File: config.mk
export PLATFORM = sky130hd
export DESIGN_NAME = cu_multicycle
export DESIGN_NICKNAME = d
export VERILOG_FILES = /design/src/rtl/cu_multicycle.sv
export SDC_FILE = /design/constraint.sdc
export NUM_CORES = 1
export LEC_CHECK = 0
export ABC_AREA = 1
export ABC_CLOCK_PERIOD_IN_PS = 2600
export CAP_MARGIN = 0
export CORE_AREA = 2 2 91 93
export CTS_CLUSTER_SIZE = 28
export DETAILED_ROUTE_END_ITERATION = 8
export DIE_AREA = 0 0 93 95
export GPL_TIMING_DRIVEN = 0
export MAX_ROUTING_LAYER = met4
export PLACE_DENSITY = 0.87
export SKIP_LAST_GASP = 1
export SLEW_MARGIN = 20
export SYNTH_ARGS = -nofsm -noshare
export SYNTH_HDL_FRONTEND = slang
export SYNTH_SLANG_ARGS = --single-unit
export TNS_END_PERCENT = 30
File: constraint.sdc
create_clock -name clk -period 2.6 [get_ports clk]
set_input_delay 0.26 -clock clk [delete_from_list [all_inputs] [get_ports clk]]
set_output_delay 0.26 -clock clk [all_outputs]
set_load 0.03 [all_outputs]
File: src/rtl/cu_multicycle.sv
// cu_multicycle: multi-cycle control unit sequencing NOP/ALU/LOAD/STORE through DECODE/EXECUTE/MEM_ACCESS/WRITE_BACK.
// Optional feature: define CU_REG0_ZERO_EN to hardwire register 0 to zero.
module cu_multicycle #(
    parameter int DATA_WIDTH    = 8,
    parameter int REG_ADDR_BITS = 2,
    parameter int OFFSET_WIDTH  = 8,
    parameter int OPCODE_WIDTH  = 4,
    localparam int INSTR_WIDTH  = 2 + 3*REG_ADDR_BITS + OFFSET_WIDTH + OPCODE_WIDTH
) (
    input  logic                     clk,
    input  logic                     rst,
    input  logic                     instr_valid,
    output logic                     instr_ready,
    input  logic [INSTR_WIDTH-1:0]   instr,
    input  logic [DATA_WIDTH-1:0]    result2,
    output logic [DATA_WIDTH-1:0]    operand1,
    output logic [DATA_WIDTH-1:0]    operand2,
    output logic [DATA_WIDTH-1:0]    offset,
    output logic [OPCODE_WIDTH-1:0]  opcode,
    output logic                     sel1,
    output logic                     sel3,
    output logic                     w_r,
    output logic                     busy,
    output logic                     done,
    input  logic [REG_ADDR_BITS-1:0] dbg_addr,
    output logic [DATA_WIDTH-1:0]    dbg_data
);
    localparam int NUM_REGS = 1 << REG_ADDR_BITS;
    localparam logic [1:0] T_NOP = 2'd0, T_ALU = 2'd1, T_LOAD = 2'd2, T_STORE = 2'd3;
`ifdef CU_REG0_ZERO_EN
    localparam bit REG0_ZERO = 1'b1;
`else
    localparam bit REG0_ZERO = 1'b0;
`endif

    typedef enum logic [2:0] {IDLE, DECODE, EXECUTE, MEM_ACCESS, WRITE_BACK} state_t;

    state_t                   state;
    logic [1:0]               cur_type;
    logic [REG_ADDR_BITS-1:0] cur_rd;
    logic [DATA_WIDTH-1:0]    regfile [NUM_REGS];

    logic [1:0]               in_type;
    logic [REG_ADDR_BITS-1:0] in_rd, in_rs1, in_rs2;
    logic [OFFSET_WIDTH-1:0]  in_off;
    logic [OPCODE_WIDTH-1:0]  in_op;

    assign in_type = instr[INSTR_WIDTH-1 -: 2];
    assign in_rd   = instr[INSTR_WIDTH-3 -: REG_ADDR_BITS];
    assign in_rs1  = instr[INSTR_WIDTH-3-REG_ADDR_BITS -: REG_ADDR_BITS];
    assign in_rs2  = instr[INSTR_WIDTH-3-2*REG_ADDR_BITS -: REG_ADDR_BITS];
    assign in_off  = instr[OPCODE_WIDTH +: OFFSET_WIDTH];
    assign in_op   = instr[OPCODE_WIDTH-1:0];

    function automatic logic [DATA_WIDTH-1:0] rd_reg(input logic [REG_ADDR_BITS-1:0] a);
        return (REG0_ZERO && a == '0) ? '0 : regfile[a];
    endfunction

    assign dbg_data = rd_reg(dbg_addr);

    // Outputs are registered from the next-state decision so they line up with the state they describe.
    always_ff @(posedge clk or posedge rst) begin
        if (rst) begin
            state       <= IDLE;
            cur_type    <= T_NOP;
            cur_rd      <= '0;
            for (int i = 0; i < NUM_REGS; i++) regfile[i] <= DATA_WIDTH'(i);
            operand1    <= '0;
            operand2    <= '0;
            offset      <= '0;
            opcode      <= '1;
            sel1        <= 1'b0;
            sel3        <= 1'b0;
            w_r         <= 1'b0;
            busy        <= 1'b0;
            done        <= 1'b0;
            instr_ready <= 1'b1;
        end else begin
            case (state)
                IDLE: if (instr_valid && instr_ready) begin
                    state       <= DECODE;
                    cur_type    <= in_type;
                    cur_rd      <= in_rd;
                    operand1    <= rd_reg(in_rs1);
                    operand2    <= (in_type == T_ALU) ? rd_reg(in_rs2) : rd_reg(in_rd);
                    offset      <= DATA_WIDTH'(in_off);
                    opcode      <= in_op;
                    sel1        <= in_type == T_ALU;
                    sel3        <= in_type[1];
                    busy        <= 1'b1;
                    done        <= in_type == T_NOP;
                    instr_ready <= 1'b0;
                end
                DECODE: begin
                    state       <= (cur_type == T_NOP) ? IDLE : EXECUTE;
                    busy        <= cur_type != T_NOP;
                    instr_ready <= cur_type == T_NOP;
                    done        <= 1'b0;
                end
                EXECUTE: begin
                    state <= (cur_type == T_ALU) ? WRITE_BACK : MEM_ACCESS;
                    done  <= cur_type != T_LOAD;
                    w_r   <= cur_type == T_STORE;
                end
                MEM_ACCESS: begin
                    state       <= (cur_type == T_STORE) ? IDLE : WRITE_BACK;
                    done        <= cur_type != T_STORE;
                    busy        <= cur_type != T_STORE;
                    instr_ready <= cur_type == T_STORE;
                    w_r         <= 1'b0;
                end
                WRITE_BACK: begin
                    if (!(REG0_ZERO && cur_rd == '0)) regfile[cur_rd] <= result2;
                    state       <= IDLE;
                    done        <= 1'b0;
                    busy        <= 1'b0;
                    instr_ready <= 1'b1;
                end
                default: begin
                    state       <= IDLE;
                    done        <= 1'b0;
                    busy        <= 1'b0;
                    w_r         <= 1'b0;
                    instr_ready <= 1'b1;
                end
            endcase
        end
    end
endmodule

==> results of run 1 <==
registers in the layout, summed over array words and instances, names as in the netlist, 2 cells and up:
register,cells
cur_rd,2
operand2,8
regfile,32
operand1,8
opcode,4
offset,8
state,3
cells in the mapped netlist:
| cell | number |
|---|---|
| nor2_8 | 1 |
| o22ai_1 | 1 |
| dfrtp_1 | 63 |
| nor2_1 | 48 |
| a21oi_1 | 30 |
| nand2_2 | 4 |
| nand3_4 | 2 |
| nand3_1 | 17 |
| clkbuf_1 | 2 |
| o21ai_1 | 21 |
| nand2_4 | 3 |
| dfstp_2 | 9 |
| nor2_4 | 1 |
| nor2_2 | 2 |
| buf_6 | 8 |
| inv_1 | 39 |
| inv_2 | 3 |
| buf_4 | 4 |
| nand4_2 | 1 |
| o211ai_1 | 15 |
| nand2_1 | 210 |
| buf_2 | 11 |
| o21ai_0 | 33 |
| o21ai_2 | 20 |
| clkinv_1 | 2 |
worst max-delay path: cells and delay by family:
family | cells | cell delay, ns
buffers and inverters | 4 | 1.50
AO/OA/AOI/OAI | 3 | 0.37
cells by family after synthesis:
kind of cell	synth area share
buffers and inverters	0.0853
flip-flops	0.444
AO/OA/AOI/OAI	0.175
AND/OR/NAND/NOR	0.295
path summary, 6_finish.rpt:
kind	from	endpoint	depth (start not counted)
min	rst	sel3	2
max in group asynchronous	rst	regfile[9]	3
max reg2reg	state[0]	regfile[8]	7
min reg2reg	opcode[3]	opcode[3]	2
max	dbg_addr[1]	dbg_data[6]	7
min in group clk	instr[17]	operand2[1]	6
per-layer routing:
metal  global-route usage  vias to the layer above  routed length, µm  part of all wire
met1                0.335                     1807               4770              0.44
met4               0.0760                        0                132             0.012
met2                0.441                      196               5190              0.48
li1                     -                     1932                  -                 -
met3               0.0335                       24                799             0.073
met5                    -                        -                  0                 0
power by group:
group | internal (mW) | switching (mW)
Combinational | 1.16 | 1.74
Clock | 0.469 | 0.400
Sequential | 1.71 | 0.536
final cells by class:
type                       instances  area (µm²)
fill                             707        2780
multi-input combinational        409        1920
sequential                        72        1810
timing repair buffer              72         738
buffer                            25         184
inverter                          44         168
clock buffer                      13         149
tap                              105         131
clock inverter                     3        42.5
through the flow:
| step | cell area (µm²) | utilization | total power [mW] | cells |
|---|---|---|---|---|
| 2_1_floorplan | 4080 | - | 4.05 | 550 |
| 5_1_grt | 5140 | 0.649 | 6.43 | 743 |
| 3_5_place_dp | 4950 | 0.625 | 5.13 | 727 |
| 4_1_cts | 5140 | 0.649 | 6.01 | 743 |
| 3_3_place_gp | 4920 | 0.621 | 5.01 | 726 |
| 6_report | 5140 | 0.649 | 6.01 | 743 |
what timing repair did:
item,CTS,global route
resized for setup,0,2
hold buffers,0,0
endpoints found under the setup margin,0,2
==> impl_metrics.env, run 1 <==
export IMPL_synth_area_leaders="dfrtp_1 (39%), nand2_1 (19%), dfstp_2 (5.8%)"
export IMPL_critPathSlowestCell="clkdlybuf4s50_1"
export IMPL_finalNetCount=666
export IMPL_slew_headroom=0.748
export IMPL_vias=3959
export IMPL_setup_viol=0
export IMPL_crit_chain="clkdlybuf4s50_1 -> inv_1 -> clkbuf_2 -> o21ai_0 -> a21oi_1 -> a21oi_1 -> clkdlybuf4s50_1"
export IMPL_fp_row_count=33
export IMPL_first_iter_violations=342
export IMPL_via_per_inst=5.33
export IMPL_worst_r2r_setup_slack_ns=1.22
export IMPL_die_y_um=95
export IMPL_power_density_mw_per_mm2=1170
export IMPL_cp_required_ns=2.34
export IMPL_grt_pass1_vias=3724
export IMPL_drtPass1Iterations=8
export IMPL_totalNegativeSetupSlack_ns=0
export IMPL_fmax_mhz=415
export IMPL_ys_warn_count=0
export IMPL_drive_above_1_share=0.133
export IMPL_drc_errors=0
export IMPL_drv_cap=0
export IMPL_io_pin_count=75
export IMPL_endpoint_kind="output port"
export IMPL_final_common_cell="nand2_1"
export IMPL_grt_setup_unrepaired="no"
export IMPL_routabilityCongestion=0.908
export IMPL_syn_avg_cell_area_um2=7.42
export IMPL_synth_top_area_share=0.387
export IMPL_cts_sinks=72
export IMPL_tritoncts="yes"
export IMPL_die_x_um=93
export IMPL_ys_seq_area_frac=0.444
export IMPL_drt_wl_total_um=10900
export IMPL_dieArea_mm2=0.00884
export IMPL_syn_area_mm2=0.00408
export IMPL_final_cell_mix="nand2_1 (210), clkdlybuf4s50_1 (71), dfrtp_1 (63), nor2_1 (48), inv_1 (38)"
export IMPL_grt_antenna_before_repair=0
export IMPL_wl_per_cell_um=14.7
export IMPL_postSynthCellCount=550
export IMPL_groute_usage_overall=0.262
export IMPL_fin_crit_ns=2.41
export IMPL_critPathLaunchType="input pin"
export IMPL_cts_root_buf="clkbuf_8"
export IMPL_portBuffers=71
export IMPL_start_util=0.515
export IMPL_post_dp_hpwl_um=8140
export IMPL_synth_area_leader_cell="dfrtp_1"
export IMPL_peakVddDrop_uv=566
export IMPL_cts_htree_levels=3
export IMPL_status="finished, final reports clean"
export IMPL_arrival_ns=2.15
export IMPL_hold_violations=0
export IMPL_tightest_slew_ns=0.374
export IMPL_clk_latency_ns=0.34
export IMPL_hp_class="input pin to async pin"
export IMPL_antennaDiodeCount=0
export IMPL_holdWs_ns=0.192
export IMPL_area_growth_pct=26.1
export IMPL_grt_ovfl_total=0
export IMPL_cts_buffers_inserted=9
export IMPL_synth_seq_cells=72
export IMPL_drv_slew=0
export IMPL_synth_distinct_cells=25
export IMPL_cpPeakStageDelay_ns=0.70
export IMPL_path_clk_slew_ns=0.07
export IMPL_ant_nets=0
export IMPL_timing_final_ws_setup_ns=0.188
export IMPL_clock_skew_ns=0.00919
export IMPL_period_share=0.928
export IMPL_critical_path_max_fanout=10
export IMPL_cts_setup_buffers=0
export IMPL_dp_worst_setup_slack_ns=0.126
export IMPL_grt_max_degree=60
export IMPL_leakagePower_nw=2.54
export IMPL_synthesis_nets=583
export IMPL_clk_path_buf_depth=2
export IMPL_core_mm2=0.00793
export IMPL_grt_pass1_wl_um=17800
export IMPL_critPathKind="input pin to output port"
Power figures use the tool's default switching activity.
==> run 2: changes to the inputs <==
--- a/config.mk
+++ b/config.mk
@@ -6,7 +6,7 @@
 export NUM_CORES = 1
 export LEC_CHECK = 0
 export ABC_AREA = 1
-export ABC_CLOCK_PERIOD_IN_PS = 2600
+export ABC_CLOCK_PERIOD_IN_PS = 2400
 export CAP_MARGIN = 0
 export CORE_AREA = 2 2 91 93
 export CTS_CLUSTER_SIZE = 28
==> constraint.sdc (replaced) <==
create_clock -name clk -period 2.4 [get_ports clk]
set_input_delay 0.24 -clock clk [delete_from_list [all_inputs] [get_ports clk]]
set_output_delay 0.24 -clock clk [all_outputs]
set_load 0.03 [all_outputs]
==> run 2 against run 1 <==
Compared with the run above: sequential cell count did not move; worst hold slack worse by 0.025 ns; utilization about the same; combinational power rose by 8.3%; die area stayed put; critical endpoint is now dbg_data[7].
==> impl_metrics.env, run 2 (synthesis results as in run 1) <==
export IMPL_grt_antenna_before_repair=0
export IMPL_drt_wl_total_um=11000
export IMPL_grt_setup_unrepaired="yes"
export IMPL_antennaDiodeCount=0
export IMPL_critPathLaunchType="input pin"
export IMPL_io_pin_count=75
export IMPL_grt_max_degree=60
export IMPL_final_cell_mix="nand2_1 (210), clkdlybuf4s50_1 (70), dfrtp_1 (63), nor2_1 (48), inv_1 (38)"
export IMPL_regMostFlops="regfile"
export IMPL_cts_htree_levels=3
export IMPL_drive_above_1_share=0.133
export IMPL_layoutNonFillerInstCount=743
export IMPL_tightest_slew_ns=0.382
export IMPL_slew_headroom=0.743
export IMPL_wl_per_cell_um=14.8
export IMPL_peakVddDrop_uv=618
export IMPL_grt_ovfl_total=0
export IMPL_postCtsHoldBufs=0
export IMPL_largest_reg_flops=32
export IMPL_grt_pass1_wl_um=17800
export IMPL_place_inst=727
export IMPL_r2r_end="regfile[8]"
export IMPL_setup_viol=0
export IMPL_fmax_mhz=423
export IMPL_routabilityCongestion=0.908
export IMPL_cts_root_buf="clkbuf_8"
export IMPL_finalNetCount=666
export IMPL_groute_usage_overall=0.262
export IMPL_area_growth_pct=26.2
export IMPL_clock_skew_ns=0.0121
export IMPL_power_density_mw_per_mm2=1270
export IMPL_r2r_start="state[0]"
export IMPL_cts_sinks=72
export IMPL_fp_row_count=33
export IMPL_arrival_ns=2.13
export IMPL_grt_pass1_vias=3724
export IMPL_cts_setup_buffers=0
export IMPL_drc_errors=0
export IMPL_final_common_cell="nand2_1"
export IMPL_portBuffers=71
export IMPL_clk_path_buf_depth=2
export IMPL_path_clk_slew_ns=0.07
export IMPL_placed_area_mm2=0.00495
export IMPL_cp_required_ns=2.16
export IMPL_leakagePower_nw=2.55
export IMPL_tritoncts="yes"
export IMPL_reg2regPathDepth=7
export IMPL_endpoint_kind="output port"
export IMPL_post_dp_hpwl_um=8140
export IMPL_fin_crit_ns=2.37
export IMPL_critical_path_max_fanout=10
export IMPL_core_mm2=0.00793
export IMPL_clk_latency_ns=0.35
export IMPL_ant_nets=0
export IMPL_status="finished, final reports clean"
export IMPL_hp_class="input pin to async pin"
export IMPL_drtPass1Iterations=5
export IMPL_via_per_inst=5.38
export IMPL_dieArea_mm2=0.00884
export IMPL_stdcell_area_mm2=0.00515
export IMPL_cts_buffers_inserted=9
export IMPL_period_share=0.986
export IMPL_vias=4000
export IMPL_worst_r2r_setup_slack_ns=1.02
export IMPL_first_iter_violations=424
export IMPL_hold_violations=0
export IMPL_drv_cap=0
export IMPL_start_util=0.515
export IMPL_drv_slew=0
export IMPL_die_x_um=93
export IMPL_die_y_um=95
export IMPL_critPathKind="input pin to output port"
-- run 2: worst max path at each step --
stage,slack [ns],depth (start not counted),to,startpoint
2_1_floorplan,0.35,1,busy,rst
3_3_place_gp,-0.79,2,regfile[17],rst
3_5_place_dp,-0.03,6,dbg_data[7],dbg_addr[1]
4_1_cts,0.08,6,dbg_data[7],dbg_addr[1]
5_1_grt,-0.01,6,dbg_data[7],dbg_addr[1]
6_report,0.03,6,dbg_data[7],dbg_addr[1]
-- run 2: cell type report --
cell class                      count  area (µm²)
Buffer                             25         184
Fill cell                         707        2780
Clock inverter                      3        42.5
Sequential cell                    72        1810
Tap cell                          105         131
Multi-Input combinational cell    409        1920
Inverter                           44         168
Clock buffer                       13         149
Timing Repair Buffer               72         741
-- run 2: timing repair --
item                       in CTS  in global routing
setup endpoints to repair       3                  2
resized for setup               1                  1
cloned                          0                  0
-- run 2: per-stage QoR --
step | total power [mW] | setup WS, ns | hold slack [ns] | utilization | TNS, ns
2_1_floorplan | 4.39 | 0.350 | 0.330 | - | 0
3_3_place_gp | 5.43 | -0.788 | 0.455 | 0.621 | -50.49
3_5_place_dp | 5.56 | -0.0344 | 0.455 | 0.625 | -0.0344
4_1_cts | 6.52 | 0.0760 | 0.170 | 0.649 | 0
5_1_grt | 6.96 | -0.0126 | 0.195 | 0.649 | -0.0126
6_report | 6.52 | 0.0347 | 0.167 | 0.649 | 0
-- run 2: power by group --
group,switching [mW],leakage (nW),internal (mW)
sequential,0.584,0.833,1.85
clock,0.438,0.0936,0.508
combinational,1.89,1.62,1.25
-- run 2: worst max-delay path: stages --
cell	delay, ns
clkdlybuf4s50_1	0.44
inv_1	0.16
clkbuf_2	0.25
o21ai_0	0.14
o22ai_1	0.18
clkdlybuf4s50_1	0.71
-- run 2: metal layers --
| layer | global-route usage | up-vias | part of all wire |
|---|---|---|---|
| met1 | 0.335 | 1835 | 0.43 |
| met2 | 0.441 | 211 | 0.48 |
| met5 | - | - | 0 |
| li1 | - | 1934 | - |
| met3 | 0.0335 | 20 | 0.078 |
| met4 | 0.0760 | 0 | 0.013 |
==> run 3: changes to the inputs <==
--- a/config.mk
+++ b/config.mk
@@ -5,16 +5,15 @@
 export SDC_FILE = /design/constraint.sdc
 export NUM_CORES = 1
 export LEC_CHECK = 0
-export ABC_AREA = 1
 export ABC_CLOCK_PERIOD_IN_PS = 2400
 export CAP_MARGIN = 0
-export CORE_AREA = 2 2 91 93
+export CORE_AREA = 2 2 89 91
 export CTS_CLUSTER_SIZE = 28
 export DETAILED_ROUTE_END_ITERATION = 8
-export DIE_AREA = 0 0 93 95
+export DIE_AREA = 0 0 91 93
 export GPL_TIMING_DRIVEN = 0
 export MAX_ROUTING_LAYER = met4
-export PLACE_DENSITY = 0.87
+export PLACE_DENSITY = 0.83
 export SKIP_LAST_GASP = 1
 export SLEW_MARGIN = 20
 export SYNTH_ARGS = -nofsm -noshare
==> run 3 against run 2 <==
Compared with the run above: final cell count is 43% lower; utilization is 0.75 points lower; sequential cell count stayed put; wire length is 25% lower; worst hold slack better by 0.084 ns; highest routed layer unchanged.
==> impl_metrics.env, run 3 <==
export IMPL_crit_chain="mux4_2 -> clkdlybuf4s50_1"
export IMPL_combPwrFrac=0.466
export IMPL_status="finished, final reports clean"
export IMPL_vias=2483
export IMPL_holdWs_ns=0.251
export IMPL_ys_flop_type="dfrtp_1"
export IMPL_synth_area_leader_cell="dfrtp_1"
export IMPL_groute_usage_overall=0.215
export IMPL_tritoncts="yes"
export IMPL_cpPeakStageDelay_ns=0.62
export IMPL_clk_path_buf_depth=2
export IMPL_grt_pass1_wl_um=13500
export IMPL_drtPass1Iterations=4
export IMPL_cts_setup_buffers=0
export IMPL_drt_wl_total_um=8270
export IMPL_cts_buffers_inserted=9
export IMPL_drive_above_1_share=0.377
export IMPL_path_buf_inv=1
export IMPL_dp_worst_setup_slack_ns=0.375
export IMPL_drv_slew=0
export IMPL_clock_skew_ns=0.00991
export IMPL_p_sw_mw=2.24
export IMPL_slew_headroom=0.572
export IMPL_grt_ovfl_total=0
export IMPL_endpoint_kind="output port"
export IMPL_busiest_layer="met2"
export IMPL_synth_distinct_cells=39
export IMPL_cts_root_buf="clkbuf_8"
export IMPL_final_common_cell="clkdlybuf4s50_1"
export IMPL_routabilityCongestion=0.821
export IMPL_syn_avg_cell_area_um2=16.0
export IMPL_fin_crit_ns=2.13
export IMPL_finalNetCount=349
export IMPL_synth_area_leaders="dfrtp_1 (41%), mux2_2 (18%), mux4_1 (11%)"
export IMPL_critPathKind="flip-flop to output port"
export IMPL_dieArea_mm2=0.00846
export IMPL_setup_viol=0
export IMPL_first_iter_violations=102
export IMPL_seqPwrFrac=0.366
export IMPL_synthesis_nets=271
export IMPL_fmax_mhz=470
export IMPL_wl_per_cell_um=19.6
export IMPL_synth_seq_cells=72
export IMPL_regMostFlops="regfile"
export IMPL_grt_pass1_vias=2525
export IMPL_die_y_um=93
export IMPL_core_mm2=0.00753
export IMPL_met1_usage=0.285
export IMPL_fp_row_count=32
export IMPL_clk_latency_ns=0.34
export IMPL_cts_sinks=72
export IMPL_power_mw=6.25
export IMPL_clkPwrFrac=0.168
export IMPL_critical_path_max_fanout=5
export IMPL_groute_layer_met3_usage=0.0475
export IMPL_timing_final_ws_setup_ns=0.271
export IMPL_synth_top_area_share=0.414
export IMPL_yosysMostFrequentCell="dfrtp_1"
export IMPL_ys_seq_area_frac=0.476
export IMPL_grt_setup_unrepaired="no"
export IMPL_postSynthCellCount=238
export IMPL_arrival_ns=1.89
export IMPL_totalNegativeSetupSlack_ns=0
export IMPL_drv_cap=0
export IMPL_peakVddDrop_uv=642
export IMPL_p_int_mw=4.01
export IMPL_critPathLaunchType="flip-flop"
export IMPL_cts_htree_levels=3
export IMPL_area_growth_pct=26.9
export IMPL_tightest_slew_ns=0.640
export IMPL_fillers=562
export IMPL_postCtsHoldBufs=0
export IMPL_hold_violations=0
export IMPL_grt_antenna_before_repair=0
export IMPL_crit_family="buffers and inverters"
export IMPL_syn_area_mm2=0.00380
export IMPL_largest_reg_flops=32
export IMPL_post_dp_hpwl_um=5680
export IMPL_period_share=0.887
export IMPL_portBuffers=66
export IMPL_cp_required_ns=2.16
export IMPL_final_cell_mix="clkdlybuf4s50_1 (66), dfrtp_1 (63), mux2_2 (60), mux4_2 (16), mux4_1 (16)"
export IMPL_gr_usage_met2=0.338
export IMPL_ant_nets=0
export IMPL_ys_warn_count=0
export IMPL_drc_errors=0
export IMPL_critPathSlowestCell="clkdlybuf4s50_1"
export IMPL_synth_edf_count=0
export IMPL_p_sw_frac=0.359
export IMPL_die_x_um=91
export IMPL_antennaDiodeCount=0
export IMPL_ys_async_sr_fraction=1.00
export IMPL_stdcell_area_mm2=0.00483
export IMPL_grt_max_degree=38
export IMPL_hp_class="input pin to flip-flop"
export IMPL_yosys_top_cells_count="dfrtp_1 (63), mux2_2 (60), mux4_1 (16), mux4_2 (16), dfstp_2 (9)"
export IMPL_via_per_inst=5.87
export IMPL_start_util=0.505
export IMPL_power_density_mw_per_mm2=1290
export IMPL_leakagePower_nw=2.02
export IMPL_cts_repair_resized=0
export IMPL_placed_area_mm2=0.00462
export IMPL_io_pin_count=75
export IMPL_path_clk_slew_ns=0.07
[run 3: cell count changes in the layout (fill, tap and decap cells not counted), moves of 21 or more]
cell | previous run | this run
mux2_2 | 0 | 60
nand2_1 | 210 | 4
nor2_1 | 48 | 4
a21oi_1 | 30 | 5
o21ai_1 | 21 | 0
inv_1 | 38 | 1
o21ai_0 | 33 | 2
[run 3: path summary, 6_finish.rpt]
kind,startpoint,end,slack (ns),cells after the start
max reg2reg,state[2],regfile[2],0.53,3
min in group asynchronous,rst,offset[3],0.27,2
max in group asynchronous,rst,regfile[9],1.52,3
min,instr[16],cur_rd[0],0.25,2
min reg2reg,operand1[3],operand1[3],0.51,1
max,regfile[3],dbg_data[3],0.27,2
[run 3: per-stage QoR]
| step | util | cells |
|---|---|---|
| 2_1_floorplan | - | 238 |
| 3_3_place_gp | 0.610 | 406 |
| 3_5_place_dp | 0.613 | 407 |
| 4_1_cts | 0.642 | 423 |
| 5_1_grt | 0.642 | 423 |
| 6_report | 0.642 | 423 |
[run 3: per-layer routing]
layer | share of wire | up-vias
met2 | 0.50 | 67
li1 | - | 1095
met4 | 0.013 | 0
met3 | 0.048 | 13
met5 | 0 | -
met1 | 0.44 | 1308
[run 3: cell families after synthesis]
family,Yosys count,synth area share
buffers and inverters,19,0.0276
AOI/OAI and AO/OA,17,0.0293
and+or+nand+nor,26,0.0404
DFF,72,0.476
muxes,104,0.426
[run 3: final cells by class]
class                      count  area (µm²)  share of cell area
multi-input combinational    147        1890               0.391
sequential                    72        1810               0.375
timing repair buffer          67         681               0.141
clock buffer                  13         149              0.0308
tap                          102         128              0.0264
buffer                        17        97.6              0.0202
clock inverter                 3        65.1              0.0135
inverter                       2        10.0             0.00207
[run 3: worst register-to-register path, stage by stage, from the launching register on]
cell and delay, ns:
dfrtp_1 0.34, clkbuf_1 0.32, nand4_1 0.60, mux2_2 0.49
[run 3: power groups by stage]
stage                     registers, mW  logic, mW  clock network, mW
final                              2.29       2.91               1.05
after global routing               2.38       3.08               1.13
after CTS                          2.28       2.93               1.08
after detailed placement           2.30       2.92                  0
after global placement             2.25       2.85                  0
after floorplan                    2.70       1.47                  0
